--- src/rtl/instr_fetch.sv ---
// instr_fetch: program counter plus a single-outstanding instruction fetch
// engine in front of a fixed-latency instruction RAM.
//
// Ports
//   clk, rst          clock; asynchronous active-high reset
//   load_pc, sel_pc   PC update strobe and source (00 +1, 01 start, 10 branch, 11 hold)
//   start_pc          boot address
//   branch_addr       branch target
//   fetch_req         fetch the instruction at the current pc (taken in IDLE only)
//   flush             abort an outstanding fetch and invalidate instr
//   ram_rd_data       instruction RAM read data
//   ram_addr          instruction RAM read address
//   pc, pc_read       program counter and pc+2 (PC-relative operand base)
//   instr             captured instruction
//   instr_valid       instr holds a completed, unflushed fetch
//   busy              fetch outstanding (WAIT)
//   fetch_done        one-cycle pulse in the cycle after capture
//   fetch_count       completed fetches, saturating at 16'hFFFF
module instr_fetch #(
  parameter int RAM_LATENCY = 2,
  parameter int ADDR_W      = 11
) (
  input  logic              clk,
  input  logic              rst,
  input  logic              load_pc,
  input  logic [1:0]        sel_pc,
  input  logic [ADDR_W-1:0] start_pc,
  input  logic [ADDR_W-1:0] branch_addr,
  input  logic              fetch_req,
  input  logic              flush,
  input  logic [31:0]       ram_rd_data,
  output logic [ADDR_W-1:0] ram_addr,
  output logic [ADDR_W-1:0] pc,
  output logic [ADDR_W-1:0] pc_read,
  output logic [31:0]       instr,
  output logic              instr_valid,
  output logic              busy,
  output logic              fetch_done,
  output logic [15:0]       fetch_count
);

  typedef enum logic [1:0] {IDLE = 2'd0, WAIT = 2'd1, DONE = 2'd2} state_t;

  // Wait counter is loaded with latency-1 so capture lands on edge N+RAM_LATENCY.
  localparam logic [3:0] CNT_INIT = 4'(RAM_LATENCY - 1);

  state_t            state, state_nxt;
  logic [3:0]        cnt;
  logic [ADDR_W-1:0] fetch_addr;
  logic [15:0]       fetch_count_q;

  // State register
  always_ff @(posedge clk or posedge rst) begin
    if (rst) state <= IDLE;
    else     state <= state_nxt;
  end

  // Next-state logic; flush overrides everything, including a new request
  always_comb begin
    state_nxt = state;
    if (flush) state_nxt = IDLE;
    else begin
      case (state)
        IDLE:    if (fetch_req) state_nxt = WAIT;
        WAIT:    if (cnt == 4'd0) state_nxt = DONE;
        DONE:    state_nxt = IDLE;
        default: state_nxt = IDLE;
      endcase
    end
  end

  // Output logic
  always_comb begin
    busy       = (state == WAIT);
    fetch_done = (state == DONE);
    ram_addr   = (state == WAIT) ? fetch_addr : pc;
  end

  // Datapath: pc updates independently of the fetch engine, so a branch
  // taken in WAIT never disturbs the in-flight address (fetch_addr).
  always_ff @(posedge clk or posedge rst) begin
    if (rst) begin
      pc            <= '0;
      fetch_addr    <= '0;
      cnt           <= '0;
      instr         <= '0;
      instr_valid   <= 1'b0;
      fetch_count_q <= '0;
    end else begin
      if (load_pc) begin
        case (sel_pc)
          2'b00:   pc <= pc + ADDR_W'(1);
          2'b01:   pc <= start_pc;
          2'b10:   pc <= branch_addr;
          default: pc <= pc;
        endcase
      end
      if (flush) instr_valid <= 1'b0;
      else begin
        case (state)
          IDLE: if (fetch_req) begin
            fetch_addr  <= pc;          // pre-update pc if load_pc is also high
            cnt         <= CNT_INIT;
            instr_valid <= 1'b0;
          end
          WAIT: if (cnt != 4'd0) cnt <= cnt - 4'd1;
          else begin
            instr       <= ram_rd_data;
            instr_valid <= 1'b1;
            if (fetch_count_q != 16'hFFFF) fetch_count_q <= fetch_count_q + 16'd1;
          end
          default: ;
        endcase
      end
    end
  end

  assign pc_read     = pc + ADDR_W'(2);
  assign fetch_count = fetch_count_q;

endmodule

--- config.mk ---
export PLATFORM = sky130hd
export DESIGN_NAME = instr_fetch
export DESIGN_NICKNAME = d
export VERILOG_FILES = /design/src/rtl/instr_fetch.sv
export SDC_FILE = /design/constraint.sdc
export NUM_CORES = 1
export LEC_CHECK = 0
export BUFFER_PORTS_ARGS = -buffer_cell sky130_fd_sc_hd__buf_2
export CORE_MARGIN = 8
export CORE_UTILIZATION = 40
export DETAILED_ROUTE_END_ITERATION = 8
export PLACE_DENSITY = 0.78
export SLEW_MARGIN = 25
export SYNTH_ARGS = -nofsm -noshare
export SYNTH_HDL_FRONTEND = slang
export SYNTH_SLANG_ARGS = --single-unit
--- constraint.sdc ---
create_clock -name clk -period 3.6 [get_ports clk]
set_input_delay 0.18 -clock clk [delete_from_list [all_inputs] [get_ports clk]]
set_output_delay 0.18 -clock clk [all_outputs]
set_load 0.01 [all_outputs]
==> impl_metrics.csv, run 1 <==
group,metric,value,unit
outcome,status,"finished with violations",
outcome,failed_checks,"negative hold slack",
floorplanning,rows,36,
sta,finalCritPeriodShare,67.44,%
sta,tightestPinTransition,0.9555,ns
synth,synth_top_area_cell,"dfrtp_1",
floorplanning,start_util,40.45,%
global_route,grt_max_degree,59,
global_route,grt_usage,16.20,%
clock_tree,cts_tree,"built",
power,power_leakage,2.588,nW
synth,synth_top_area_share,49.65,%
global_route,grt_antenna_before_repair,0,
finish,syn2layout_area_growth,27.85,%
synth,yosysWarnings,0,
worst_setup_path,end_kind,"register",
sta,hold_slack,-0.05092,ns
synth,synth_area_leaders,"dfrtp_1 (50%), nand2_1 (11%), mux2_2 (6.4%), xor2_1 (3.6%), ha_1 (2.6%)",
sta,slew_viol_final,0,
sta,fin_crit,2.428,ns
place,hpwl,7.687,mm
drt,num_vias,3515,
sta,fmax,411.9,MHz
synth,synth.avg_cell_area,9.466,sq um
clock_tree,clk_path_buf_depth,2,
worst_setup_path,crit_type,"reg2reg",
clock_tree,clockRootBuffer,"clkbuf_8",
synth,synthCells,410,
place,pre_cts_slack,1.180,ns
clock_tree,cts_setup_buffers,0,
place,io_buffer_count,144,
synth,seq_area_frac_synth,49.65,%
drt,drc,0,
sta,finalSetupTns,0,ns
finish,n_antenna_cell,0,
sta,finalHoldViolCount,57,
finish,final_layout_size_suffix_gt1_share,34.83,%
worst_setup_path,worstPathRequired,3.89,ns
worst_setup_path,reg2reg_slack,1.17,ns
synth,synth.distinct_cells,41,
clock_tree,clk_pin_slew,0.08,ns
drt,dr.pass1.iters,6,
synth,synthesis.area,0.003881,sq mm
clock_tree,cts.sinks,77,
floorplanning,die_w,114.5,um
global_route,overflow,0,
synth,synth_edf_count,0,
drt,initialDrtViolationCount,191,
power,power_density,630.0,mW/mm^2
synth,asyncSetResetFlopFracSynth,100.0,%
worst_setup_path,rr_startpoint,"cnt[0]$_DFFE_PP0P_",
drt,antenna_left,0,
worst_setup_path,worst-path-max-fanout,36,
drt,finalWirelength,10.55,mm
hold_path,hold_class,"in2async",
synth,synth_ff_type,"dfrtp_1",
global_route,grt_pass1_wl,17.17,mm
drt,post_drt_wl_per_cell,15.29,um
drt,routed_via_density,5.094,
worst_setup_path,reg2reg_depth,8,
power,peakVddDrop,247.4,uV
worst_setup_path,worstSetupStartpointType,"register",
floorplanning,ios,145,
floorplanning,dieHeight,114.5,um
floorplanning,die-area,0.01311,sq mm
place,gp_congestion,0.8687,
worst_setup_path,r2r-end,"instr[19]$_DFFE_PP0P_",
floorplanning,core_area,0.009594,sq mm
synth,synth-seq-cells,77,
sta,rsz0062_at_grt,"false",
sta,setup_violations,0,
global_route,grt_pass1_vias,3582,
clock_tree,htreeDepth,3,
finish,final_net_count,621,
clock_tree,numCtsBuffers,9,
sta,fin_ws,1.172,ns
synth,syn_nets,479,
clock_tree,clkLatencyLatePin,0.35,ns
sta,clock_skew,0.009183,ns
sta,max_slew_margin,36.23,%
job,drv_cap,0,
worst_setup_path,cp.arrival,2.72,ns
## sequential cells by signal (all words and copies together) (netlist names)
register     flops
fetch_addr      11
cnt              4
instr_valid      1
pc              11
fetch_count     16
state            2
instr           32
## worst max path at each step
stage / depth (start not counted) / from / endpoint / slack, ns
after floorplan: 1 / rst / cnt[0]$_DFFE_PP0P_ / 1.45
after global placement: 8 / cnt[0]$_DFFE_PP0P_ / instr[1]$_DFFE_PP0P_ / 1.30
after detailed placement: 8 / cnt[0]$_DFFE_PP0P_ / instr[19]$_DFFE_PP0P_ / 1.18
after CTS: 8 / cnt[0]$_DFFE_PP0P_ / instr[19]$_DFFE_PP0P_ / 1.16
after global routing: 8 / cnt[0]$_DFFE_PP0P_ / instr[22]$_DFFE_PP0P_ / 0.91
final: 8 / cnt[0]$_DFFE_PP0P_ / instr[19]$_DFFE_PP0P_ / 1.17
## where the power goes
| part | total (W) | internal [W] | switching (W) |
|---|---|---|---|
| Clock | 0.000646 | 0.000338 | 0.000309 |
| Combinational | 0.00111 | 0.000510 | 0.000597 |
| Sequential | 0.00137 | 0.00114 | 0.000237 |
| Total | 0.00313 | 0.00198 | 0.00114 |
## critical path, stage by stage, from the launching register on
cell and delay (ns):
dfrtp_1 0.40, inv_1 0.12, ha_1 0.18, nor3b_4 0.32
nand2_1 0.09, buf_4 0.26, inv_1 0.74, nand2_1 0.15
nand2_1 0.09
## repair_timing
item                                   in CTS  in global routing
endpoints found under the hold margin       6                  0
hold buffers                                6                  0
resized for setup                           0                  0
## per-layer routing
metal / part of all wire [%] / routed length, um / track usage, %
met4: 1.8 / 192 / 6.921
met3: 5.3 / 561 / 3.745
met2: 51 / 5328 / 27.52
met5: 0 / 0 / 0
met1: 42 / 4464 / 19.14
## metrics by stage
stage / power (W) / area [sq um] / instances / util [%]
after floorplan: 0.002011 / 3881 / 410 / -
after global placement: 0.002451 / 4708 / 668 / 49.07
after detailed placement: 0.002499 / 4708 / 668 / 49.07
after CTS: 0.003163 / 4961 / 690 / 51.71
after global routing: 0.003342 / 4962 / 690 / 51.72
final: 0.003126 / 4962 / 690 / 51.72
## cell type report
class,count,area (sq um)
well taps,133,166.4
clock inverters,4,47.55
flip-flops and latches,77,1927
fillers,887,4632
repair buffers,155,818.3
inverters,12,47.55
multi-input cells,297,1810
clock buffers,12,145.1
## cells in the mapped netlist, types with 3 or more instances
master / count
a211oi_1: 3
a21oi_1: 19
a221oi_1: 7
a22oi_1: 3
a41oi_1: 3
and3_1: 3
and4_1: 3
buf_2: 6
clkbuf_1: 15
dfrtp_1: 77
ha_1: 8
inv_1: 12
mux2_2: 22
nand2_1: 117
nand3_1: 15
nand4_1: 5
nor2_1: 11
nor3_1: 5
nor4_1: 9
o21ai_0: 14
o22a_1: 3
xnor2_1: 7
xor2_1: 16
## cell usage in the layout (no fill, tap or decap), drive strengths merged, types with 8 or more instances in the layout
cell type	n
buf	149
nand2	117
dfrtp	77
mux2	22
a21oi	19
xor2	16
nand3	15
o21ai	14
inv	12
clkbuf	12
nor2	11
nor4	9
ha	8
## kinds of logic after synthesis
kind of cell / after synthesis / share of synthesized area (%)
adder cells (fa/ha/maj): 8 / 2.579
buffers and inverters: 36 / 3.868
AND/OR/NAND/NOR: 182 / 21.73
multiplexers: 22 / 6.383
AO/OA/AOI/OAI: 62 / 10.61
flip-flops: 77 / 49.65
XOR/XNOR: 23 / 5.190
(Power assumes the default switching activity.)
==> run 2: changes to the inputs <==
--- a/config.mk
+++ b/config.mk
@@ -9,7 +9,7 @@
 export CORE_MARGIN = 8
 export CORE_UTILIZATION = 40
 export DETAILED_ROUTE_END_ITERATION = 8
-export PLACE_DENSITY = 0.78
+export PLACE_DENSITY = 0.81
 export SLEW_MARGIN = 25
 export SYNTH_ARGS = -nofsm -noshare
 export SYNTH_HDL_FRONTEND = slang
==> constraint.sdc (replaced) <==
create_clock -name clk -period 2.2 [get_ports clk]
set_input_delay 0.11 -clock clk [delete_from_list [all_inputs] [get_ports clk]]
set_output_delay 0.11 -clock clk [all_outputs]
set_load 0.01 [all_outputs]
==> impl_metrics.csv, run 2 (synthesis results as in run 1) <==
group,metric,value,unit
sta,fin_crit,2.019,ns
clock_tree,numCtsBuffers,9,
power,power_density,1011,mW/mm^2
global_route,gr-usage-met1,19.81,%
finish,final_common_cell,"buf_2",
floorplanning,ios,145,
clock_tree,clk_pin_slew,0.08,ns
clock_tree,cts.sinks,77,
sta,rsz0062_at_grt,"false",
place,hpwl,8.025,mm
finish,fillers,870,
clock_tree,cts_setup_buffers,0,
drt,post_drt_wl_per_cell,15.75,um
sta,finalSetupTns,0,ns
finish,final_net_count,650,
power,p_total,0.005391,W
power,peakVddDrop,444.7,uV
job,drv_cap,0,
finish,largest_register_ffs,32,
drt,num_vias,3691,
finish,multi_input_area,0.001826,sq mm
power,power_leakage,2.740,nW
finish,register_area,0.001927,sq mm
sta,setup_violations,0,
global_route,gr-usage-met2,29.75,%
place,gp_congestion,0.8064,
global_route,grt.met3_usage,4.747,%
clock_tree,htreeDepth,3,
clock_tree,clk_path_buf_depth,2,
finish,layout_common_cells,"buf_2 (144), nand2_1 (117), dfrtp_1 (77)",
global_route,grt_antenna_before_repair,0,
worst_setup_path,worstSetupStartpointType,"register",
drt,routed_via_density,5.105,
finish,largest-register,"instr",
global_route,grt_pass1_wl,18.62,mm
clock_tree,clockRootBuffer,"clkbuf_8",
sta,finalHoldViolCount,0,
finish,syn2layout_area_growth,37.43,%
floorplanning,core_area,0.009594,sq mm
drt,drc,0,
global_route,overflow,0,
outcome,status,"finished clean",
drt,antenna_left,0,
floorplanning,dieHeight,114.5,um
drt,dr.pass1.iters,4,
drt,finalWirelength,11.39,mm
sta,hold_slack,0.02481,ns
sta,finalCritPeriodShare,91.77,%
clock_tree,clkLatencyLatePin,0.34,ns
sta,max_slew_margin,44.91,%
place,io_buffer_count,144,
sta,clock_skew,0.005739,ns
worst_setup_path,worst-path-max-fanout,10,
global_route,grt_busiest_layer,"met2",
finish,design_area,0.005334,sq mm
place,pre_cts_slack,0.2195,ns
sta,fmax,495.3,MHz
drt,initialDrtViolationCount,250,
floorplanning,rows,36,
sta,slew_viol_final,0,
hold_path,hold_class,"in2reg",
worst_setup_path,end_kind,"output pin",
floorplanning,die_w,114.5,um
worst_setup_path,crit_type,"reg2out",
global_route,grt_pass1_vias,3894,
global_route,grt_max_degree,42,
sta,fin_ws,0.1811,ns
finish,final_layout_size_suffix_gt1_share,34.30,%
worst_setup_path,worstPathRequired,2.09,ns
clock_tree,cts_tree,"built",
worst_setup_path,cp.arrival,1.91,ns
floorplanning,start_util,40.45,%
global_route,grt_usage,17.59,%
floorplanning,die-area,0.01311,sq mm
place,placed_area,0.004736,sq mm
sta,tightestPinTransition,0.8264,ns
run 2: path summary, 6_finish.rpt:
kind	end	startpoint	cells after the start	slack, ns
worst min-delay path	instr_valid$_DFFE_PP0P_	flush	2	0.02
worst max register to register	fetch_count[13]$_DFFE_PP0P_	cnt[0]$_DFFE_PP0P_	6	0.19
worst max-delay path	pc_read[7]	pc[2]$_DFFE_PP0P_	5	0.18
worst min register to register	instr[27]$_DFFE_PP0P_	instr[27]$_DFFE_PP0P_	2	0.47
min in group asynchronous	instr[1]$_DFFE_PP0P_	rst	3	0.41
max in group asynchronous	instr_valid$_DFFE_PP0P_	rst	4	1.16
run 2: metrics by stage:
| stage | util [%] | cells |
|---|---|---|
| global route | 55.49 | 719 |
| CTS | 55.33 | 719 |
| finish | 55.59 | 723 |
| floorplan | - | 410 |
| global placement | 49.36 | 670 |
| detailed placement | 49.36 | 670 |
run 2: where the power goes:
| group | internal [W] | switching [W] | total, W |
|---|---|---|---|
| logic | 0.000869 | 0.000993 | 0.00186 |
| clock network | 0.000739 | 0.000537 | 0.00128 |
| registers | 0.00186 | 0.000394 | 0.00225 |
| total | 0.00347 | 0.00192 | 0.00539 |
run 2: what timing repair did:
item / in CTS / in global routing
hold endpoints to repair: 68 / 0
endpoints found under the setup margin: 0 / 3
gates resized for setup: 0 / 3
hold buffers: 33 / 0
run 2: worst max-delay path: stages (launching register included):
cell	delay (ns)
dfrtp_1	0.50
ha_2	0.33
and4_1	0.24
nand2_1	0.07
xnor2_1	0.23
buf_2	0.19
run 2: area by class of cell:
cell class | instances | area share (%)
Multi-Input combinational cell | 297 | 34.22
Clock buffer | 12 | 3.096
Timing Repair Buffer | 184 | 20.92
Sequential cell | 77 | 36.12
Tap cell | 133 | 3.120
Clock inverter | 4 | 1.454
Antenna cell | 4 | 0.1877
Inverter | 12 | 0.8679
run 2: routing by layer:
layer | part of all wire [%] | wire [um] | up-vias
li1 | - | - | 1755
met1 | 41 | 4688 | 1791
met2 | 50 | 5709 | 121
met3 | 6.1 | 699 | 24
met4 | 2.6 | 293 | 0
met5 | 0 | 0 | -
==> run 3: changes to the inputs <==
--- a/config.mk
+++ b/config.mk
@@ -10,6 +10,7 @@
 export CORE_UTILIZATION = 40
 export DETAILED_ROUTE_END_ITERATION = 8
 export PLACE_DENSITY = 0.81
+export REMOVE_ABC_BUFFERS = 1
 export SLEW_MARGIN = 25
 export SYNTH_ARGS = -nofsm -noshare
 export SYNTH_HDL_FRONTEND = slang
==> impl_metrics.csv, run 3 (synthesis results as in run 1) <==
group,metric,value,unit
outcome,status,"finished clean",
power,power_leakage,2.718,nW
clock_tree,clk_pin_slew,0.07,ns
worst_setup_path,cp.arrival,1.89,ns
hold_path,worstHoldEndpoint,"instr_valid$_DFFE_PP0P_",
clock_tree,cts_setup_buffers,0,
floorplanning,ios,145,
power,power_density,983.9,mW/mm^2
clock_tree,clockRootBuffer,"clkbuf_8",
floorplanning,die-area,0.01311,sq mm
global_route,grt_max_degree,40,
sta,setup_violations,0,
power,p_total,0.005195,W
worst_setup_path,reg2reg_depth,6,
finish,final_util,55.03,%
global_route,grt_antenna_before_repair,0,
worst_setup_path,r2r-end,"fetch_count[8]$_DFFE_PP0P_",
worst_setup_path,max_stage_delay,0.49,ns
place,placed_area,0.004743,sq mm
hold_path,hp-start,"flush",
sta,hold_slack,0.02948,ns
drt,finalWirelength,11.53,mm
drt,initialDrtViolationCount,176,
drt,drc,0,
place,hpwl,7.943,mm
sta,clock_skew,0.006430,ns
floorplanning,rows,36,
hold_path,hold_class,"in2reg",
drt,num_vias,3740,
clock_tree,cts.sinks,77,
floorplanning,core_area,0.009594,sq mm
worst_setup_path,rr_startpoint,"cnt[0]$_DFFE_PP0P_",
finish,layout_common_cells,"buf_2 (144), nand2_1 (117), dfrtp_1 (77)",
finish,final_common_cell,"buf_2",
power,p_int,0.003290,W
drt,routed_via_density,5.180,
drt,dr.pass1.iters,5,
power,clkPwrFrac,20.4,%
hold_path,hold_path_depth,2,
worst_setup_path,worstPathRequired,2.09,ns
worst_setup_path,worstSetupStartpointType,"register",
finish,design_area,0.005280,sq mm
worst_setup_path,crit_path_top_delay_cell,"dfrtp_1",
sta,fin_ws,0.1962,ns
sta,finalHoldViolCount,0,
floorplanning,die_w,114.5,um
place,pre_cts_slack,0.2348,ns
power,switching_share,36.66,%
place,gp_congestion,0.8891,
global_route,grt_pass1_vias,3974,
sta,slew_viol_final,0,
worst_setup_path,crit_type,"reg2out",
clock_tree,numCtsBuffers,9,
finish,fillers,849,
sta,rsz0062_at_grt,"false",
drt,antenna_left,0,
power,pwr-share-comb,36.6,%
sta,fin_crit,2.004,ns
worst_setup_path,reg2reg_slack,0.20,ns
finish,final_net_count,651,
sta,tightestPinTransition,0.8519,ns
finish,largest-register,"instr",
sta,max_slew_margin,43.21,%
global_route,grt_pass1_wl,18.89,mm
job,drv_cap,0,
clock_tree,clk_path_buf_depth,2,
floorplanning,start_util,40.45,%
sta,finalCritPeriodShare,91.08,%
place,io_buffer_count,144,
power,p_sw,0.001905,W
global_route,overflow,0,
global_route,grt_usage,17.96,%
worst_setup_path,worstPathCellList,"ha_2 -> and4_1 -> nand2_1 -> xnor2_1 -> buf_2",
power,peakVddDrop,466.2,uV
sta,fmax,499.1,MHz
finish,largest_register_ffs,32,
floorplanning,dieHeight,114.5,um
clock_tree,cts_tree,"built",
clock_tree,htreeDepth,3,
clock_tree,clkLatencyLatePin,0.34,ns
drt,post_drt_wl_per_cell,15.97,um
finish,final_layout_size_suffix_gt1_share,33.90,%
worst_setup_path,worst-path-max-fanout,7,
power,seq_power_share,43.1,%
finish,syn2layout_area_growth,36.04,%
worst_setup_path,end_kind,"output pin",
==> run 3: cell types whose count changed in the layout (fill, tap and decap cells not counted), moves of 2 or more <==
| cell | before | now |
|---|---|---|
| diode_2 | 4 | 2 |
| clkbuf_1 | 0 | 2 |
| clkinv_2 | 1 | 3 |
| clkbuf_8 | 12 | 10 |
==> run 3: metal layers <==
| metal | GRT usage (%) | vias to the layer above | wire length [um] |
|---|---|---|---|
| met3 | 5.380 | 19 | 853 |
| met2 | 31.32 | 161 | 5931 |
| li1 | - | 1756 | - |
| met5 | 0 | - | 0 |
| met1 | 19.97 | 1804 | 4562 |
| met4 | 7.187 | 0 | 180 |
==> run 3: area by class of cell <==
class	instances	area (sq um)	share of cell area [%]
Clock buffer	12	145.1	2.749
Clock inverter	4	47.55	0.9005
Antenna cell	2	5.005	0.09479
Sequential cell	77	1927	36.49
Timing Repair Buffer	185	1124	21.28
Inverter	12	46.29	0.8768
Multi-Input combinational cell	297	1819	34.45
Tap cell	133	166.4	3.152
==> run 3: repair_timing <==
| action | in CTS | in global routing |
|---|---|---|
| endpoints found under the setup margin | 0 | 2 |
| gates resized for setup | 0 | 2 |
| hold buffers | 33 | 0 |
| hold endpoints to repair | 70 | 0 |
==> run 3: per-stage QoR <==
stage,setup TNS (ns),std cells
detailed placement,0,671
CTS,0,720
global placement,0,671
finish,0,722
floorplan,-6.362,386
global route,0,720
==> run 3: how the worst max path moves through the flow <==
stage / start / end / slack (ns) / cells past startpoint
2_1_floorplan: cnt[0]$_DFFE_PP0P_ / instr[0]$_DFFE_PP0P_ / -0.15 / 7
3_3_place_gp: cnt[0]$_DFFE_PP0P_ / fetch_count[11]$_DFFE_PP0P_ / 0.36 / 6
5_1_grt: cnt[0]$_DFFE_PP0P_ / fetch_count[11]$_DFFE_PP0P_ / 0.03 / 6
6_report: pc[1]$_DFFE_PP0P_ / pc_read[7] / 0.20 / 5
3_5_place_dp: cnt[0]$_DFFE_PP0P_ / fetch_count[8]$_DFFE_PP0P_ / 0.23 / 6
4_1_cts: pc[1]$_DFFE_PP0P_ / pc_read[7] / 0.13 / 5
==> run 3: critical path: cells and delay by family, from the launching register on <==
family                   cells  cell delay [ns]
flip-flops                   1             0.49
adder cells (fa/ha/maj)      1             0.32
AND/OR/NAND/NOR              2             0.31
buffers and inverters        1             0.19
XOR/XNOR                     1             0.24
==> run 3: power groups by stage <==
stage                     combinational (W)  clock [W]  sequential [W]
final                               0.00190    0.00106         0.00224
after CTS                           0.00191    0.00110         0.00223
after detailed placement            0.00185          0         0.00225
after floorplan                    0.000907          0         0.00235
after global routing                0.00210    0.00115         0.00231
after global placement              0.00179          0         0.00222
